`config.mk`:
```
export PLATFORM = sky130hd
export DESIGN_NAME = bytemask_rmw
export DESIGN_NICKNAME = d
export VERILOG_FILES = /design/src/rtl/bytemask_rmw_pkg.sv /design/src/rtl/bytemask_rmw_mem.sv /design/src/rtl/bytemask_rmw.sv
export SDC_FILE = /design/constraint.sdc
export NUM_CORES = 1
export LEC_CHECK = 0
export CAP_MARGIN = 5
export CORE_UTILIZATION = 65
export CTS_BUF_LIST = sky130_fd_sc_hd__clkbuf_8
export CTS_CLUSTER_SIZE = 12
export DETAILED_ROUTE_END_ITERATION = 12
export PLACE_DENSITY_LB_ADDON = 0.08
export REMOVE_ABC_BUFFERS = 1
export SETUP_SLACK_MARGIN = 0.15
export SYNTH_ARGS = -nofsm -noshare
export SYNTH_HDL_FRONTEND = slang
export SYNTH_SLANG_ARGS = --single-unit
```
`constraint.sdc`:
```
create_clock -name clk -period 8.2 [get_ports clk]
set_input_delay 1.23 -clock clk [delete_from_list [all_inputs] [get_ports clk]]
set_output_delay 1.23 -clock clk [all_outputs]
set_load 0.03 [all_outputs]
```
`src/rtl/bytemask_rmw_pkg.sv`:
```
// Shared types for the byte-masked read-modify-write memory.
//   state_t    : controller state (IDLE accepts requests, MERGE commits a partial write)
//   RMW_CNT_W  : width of the saturating RMW completion counter
//   merge_byte : selects the new byte when its enable is set, else keeps the old one
package bytemask_rmw_pkg;

  typedef enum logic {
    IDLE  = 1'b0,
    MERGE = 1'b1
  } state_t;

  localparam int RMW_CNT_W = 8;

  function automatic logic [7:0] merge_byte(input logic [7:0] old_b,
                                            input logic [7:0] new_b,
                                            input logic       en);
    return en ? new_b : old_b;
  endfunction

endpackage

```
`src/rtl/bytemask_rmw_mem.sv`:
```
// Word array, one synchronous read port and one full-word write port.
// No reset on contents; rdata only changes when re is asserted.
//   clk          : clock
//   we/waddr/wdata : full-word write
//   re/raddr     : read request, data appears on rdata after the edge
//   rdata        : registered read data
module bytemask_rmw_mem #(
  parameter int ADDR_W = 4,
  parameter int DATA_W = 32
) (
  input  logic              clk,
  input  logic              we,
  input  logic [ADDR_W-1:0] waddr,
  input  logic [DATA_W-1:0] wdata,
  input  logic              re,
  input  logic [ADDR_W-1:0] raddr,
  output logic [DATA_W-1:0] rdata
);

  logic [DATA_W-1:0] ram [2**ADDR_W];

  always_ff @(posedge clk) begin
    if (we) ram[waddr] <= wdata;
    if (re) rdata <= ram[raddr];
  end

endmodule

```
`src/rtl/bytemask_rmw.sv`:
```
// Byte-enable write front end over a memory that only supports full-word
// writes. Full-mask writes go straight in; partial masks read the old word,
// merge for one cycle (MERGE, req_ready low) and write the merged word back.
//   clk, rst_n     : clock, async active-low reset
//   req_*          : valid/ready request (write flag, addr, byte enables, data)
//   rsp_valid/data : one-cycle read response, data held between responses
//   busy           : high during MERGE
//   rmw_cnt        : saturating count of committed partial writes
module bytemask_rmw
  import bytemask_rmw_pkg::*;
#(
  parameter int ADDR_W = 4,
  parameter int DATA_W = 32
) (
  input  logic                  clk,
  input  logic                  rst_n,
  input  logic                  req_valid,
  output logic                  req_ready,
  input  logic                  req_write,
  input  logic [ADDR_W-1:0]     req_addr,
  input  logic [DATA_W/8-1:0]   req_be,
  input  logic [DATA_W-1:0]     req_wdata,
  output logic                  rsp_valid,
  output logic [DATA_W-1:0]     rsp_data,
  output logic                  busy,
  output logic [RMW_CNT_W-1:0]  rmw_cnt
);

  localparam int BE_W = DATA_W / 8;

  state_t               state_q, state_d;
  logic                 accept, be_full, be_none, partial;
  logic [ADDR_W-1:0]    addr_q;
  logic [BE_W-1:0]      be_q;
  logic [DATA_W-1:0]    wdata_q;
  logic [DATA_W-1:0]    mem_rdata, merged, hold_q;
  logic                 mem_we, mem_re;
  logic [ADDR_W-1:0]    mem_waddr;
  logic [DATA_W-1:0]    mem_wdata;
  logic                 rsp_valid_q;
  logic [RMW_CNT_W-1:0] cnt_q;

  assign req_ready = (state_q == IDLE);
  assign busy      = (state_q == MERGE);
  assign accept    = req_valid && req_ready;
  assign be_full   = &req_be;
  assign be_none   = ~|req_be;
  assign partial   = !be_full && !be_none;

  // The shared read port serves both reads and the old-word fetch of a
  // partial write. Neither overlaps a write: writes happen either on a
  // full-mask accept (no read that cycle) or in MERGE (nothing accepted),
  // so the array never needs read/write forwarding.
  assign mem_re    = accept && (!req_write || partial);
  assign mem_we    = (accept && req_write && be_full) || (state_q == MERGE);
  assign mem_waddr = (state_q == MERGE) ? addr_q : req_addr;
  assign mem_wdata = (state_q == MERGE) ? merged : req_wdata;

  // In MERGE the read port still holds the old word fetched at accept.
  for (genvar i = 0; i < BE_W; i++) begin : g_merge
    assign merged[8*i +: 8] = merge_byte(mem_rdata[8*i +: 8], wdata_q[8*i +: 8], be_q[i]);
  end

  bytemask_rmw_mem #(.ADDR_W(ADDR_W), .DATA_W(DATA_W)) u_mem (
    .clk   (clk),
    .we    (mem_we),
    .waddr (mem_waddr),
    .wdata (mem_wdata),
    .re    (mem_re),
    .raddr (req_addr),
    .rdata (mem_rdata)
  );

  always_comb begin
    state_d = state_q;
    case (state_q)
      IDLE:    if (accept && req_write && partial) state_d = MERGE;
      MERGE:   state_d = IDLE;
      default: state_d = IDLE;
    endcase
  end

  // The array read register is also disturbed by old-word fetches, so the
  // visible response is muxed against a resettable hold register.
  assign rsp_valid = rsp_valid_q;
  assign rsp_data  = rsp_valid_q ? mem_rdata : hold_q;
  assign rmw_cnt   = cnt_q;

  always_ff @(posedge clk or negedge rst_n) begin
    if (!rst_n) begin
      state_q     <= IDLE;
      rsp_valid_q <= 1'b0;
      hold_q      <= '0;
      addr_q      <= '0;
      be_q        <= '0;
      wdata_q     <= '0;
      cnt_q       <= '0;
    end else begin
      state_q     <= state_d;
      rsp_valid_q <= accept && !req_write;
      hold_q      <= rsp_data;
      if (accept && req_write && partial) begin
        addr_q  <= req_addr;
        be_q    <= req_be;
        wdata_q <= req_wdata;
      end
      if (state_q == MERGE && cnt_q != {RMW_CNT_W{1'b1}})
        cnt_q <= cnt_q + 1'b1;
    end
  end

endmodule

```
==> results.cfg <==
[synthesis]
syn_avg_cell_area_um2 = 18.9
synth-warning-count = 0
netlist_instances = 1296
synth_cell_types = 38
synth_edf_count = 544
async_reset_ff_share_pct = 13.1
synth_area_um2 = 24500
ys_seq_area_share_pct = 75.0
synth-seq-cells = 626
synth-main-ff-cell = edfxtp_1

[routing]
viasPerCell = 6.29
wl_per_cell_um = 26.1
drtIter0Drc = 1062
ant_nets = 0
drcViolationCount = 0
num_vias = 12800
dr.pass1.iters = 5
wl_um = 53000

[floorplan]
start_util_pct = 66.5
core_um2 = 36900
die_h_um = 196
rows = 70
die_w_um = 196
num_io_pins = 87
dieArea_um2 = 38500

[clocking]
cts.clk_slew.worst_paths_ps = 60
h-tree-depth = 3
root_buffer = clkbuf_8
clockBufferDepth = 3
hold_buffers = 0
cts_inserted_buffers = 97
cts_post_setup_buffers_inserted = 0
clock_sinks = 626
cts_tree = built
cts_resized = 0
clock_latency_ps = 650

[min_path]
hold_class = reg -> reg

[setup_path]
critPathMaxFanout = 41
cp_data_arrival_time_ps = 3000
critPathCaptureType = output port
worstPathRequired_ps = 6970
crit_path_start_kind = flip-flop
crit_type = reg -> out

[global_route]
antenna_found_initial = 0
overflow = 0
grt_pass1_vias = 13000
grt_usage_pct = 28.7
grt_pass1_wl_um = 79800
grt_max_degree = 57

[timing]
fin_crit_sh_pct = 51.6
finalSetupTns_ps = 0
fin_ws_ps = 3970
max_freq_ghz = 0.236
relSlewSlack_pct = 7.47
finClkSkew_ps = 18.4
hold_viol = 0
rsz0062_at_grt = no
fin_crit_ps = 4230
worst_pin_slew_ps = 1380
slew_violations = 0
finalSetupViolCount = 0

[finish]
utilization_pct = 75.4
antennaDiodeCount = 0
mostFrequentLayoutCell = edfxtp_1
final_cell_mix = 544 x edfxtp_1, 160 x mux2i_1, 109 x clkbuf_8
layoutNonFillerInstCount = 2031
layout-drive-gt1-share_pct = 17.0
syn2layout_area_growth_pct = 13.4
nNetsFinal = 1489

[place]
dp_hpwl_um = 30500
place_inst = 1846
gp_congestion = 0.790
dp_slack_ps = 3580
portBuffers = 86

[job]
drv_cap = 0

[pwr]
peakVddDrop_mv = 0.192
power_leakage_nw = 9.84
p_per_area_nw_per_um2 = 249

[status]
outcome = finished, final reports clean
## critical path: stages (launching register included)
cell,delay [ps]
dfrtp_2,900
buf_4,540
inv_1,250
clkdlybuf4s50_1,650
## stage by stage
step                power [W]  cell area, um^2  hold slack [ps]
finish                0.00692            27800              478
CTS                   0.00697            27800              468
global placement      0.00457            26000              463
global route          0.00716            27800              494
floorplan             0.00423            24000              464
detailed placement    0.00460            26000              469
## final cells by class
class	instances	area (um^2)
flip-flops and latches	626	18400
fillers	2149	9070
multi-input cells	592	5820
clock buffers	109	1500
repair buffers	123	1130
well taps	504	631
clock inverters	73	319
inverters	4	15.0
## path summary, 6_finish.rpt
path | start | endpoint | slack (ps) | cells after the start
min in group asynchronous | rst_n | wdata_q[8]$_DFFE_PN0P_ | 500 | 1
max in group asynchronous | rst_n | rsp_valid$_DFF_PN0_ | 6450 | 2
worst min-delay path | hold_q[17]$_DFF_PN0_ | hold_q[17]$_DFF_PN0_ | 480 | 1
worst min register to register | hold_q[17]$_DFF_PN0_ | hold_q[17]$_DFF_PN0_ | 480 | 1
worst max register to register | busy$_DFF_PN0_ | u_mem.ram[0][18]$_DFFE_PP_ | 4400 | 5
worst max-delay path | busy$_DFF_PN0_ | req_ready | 3970 | 3
## flip-flops by register name, summed over array words and instances (netlist names)
signal / count
u_mem.rdata: 32
rsp_valid: 1
busy: 1
rmw_cnt: 8
be_q: 4
hold_q: 32
addr_q: 4
u_mem.ram: 512
wdata_q: 32
## Yosys cell counts, types with 3 or more instances
cell type	number	area share, %
edfxtp_1	544	67
mux2i_1	160	6.5
a22oi_1	96	2.9
dfrtp_1	82	8.4
mux2_1	65	3.0
mux4_2	63	5.8
nand2_1	44	0.67
nor2_1	38	0.58
nand3_1	35	0.71
a21oi_1	34	0.69
buf_2	28	0.57
o22ai_1	16	0.41
clkbuf_1	14	0.21
buf_4	10	0.31
buf_12	8	0.65
buf_6	8	0.37
mux2_2	8	0.37
buf_1	6	0.092
inv_1	4	0.061
xnor2_1	4	0.14
nand2b_1	3	0.077
nand4_1	3	0.077
nor2b_1	3	0.077
## power breakdown
| part | internal, W | total, W | switching (W) |
|---|---|---|---|
| clock network | 0.00124 | 0.00239 | 0.00115 |
| registers | 0.00368 | 0.00378 | 0.0000967 |
| logic | 0.000292 | 0.000756 | 0.000465 |
| total | 0.00521 | 0.00692 | 0.00171 |
## metal layers
layer | GRT usage (%) | vias to the layer above | routed length [um]
li1 | - | 5521 | -
met1 | 40.1 | 6566 | 21600
met2 | 46.0 | 579 | 26000
met3 | 4.47 | 106 | 3650
met4 | 12.0 | 0 | 1720
met5 | 0 | - | 0
## logic make-up after synthesis
family	Yosys count	synth area share (%)
fa+ha+maj	1	0.0510
buf+inv	78	2.27
xor+xnor	5	0.179
simple gates	140	2.60
compound gates	149	4.14
flops	626	75.0
mux	297	15.8
Note: power is estimated with default switching activity, not from simulation.
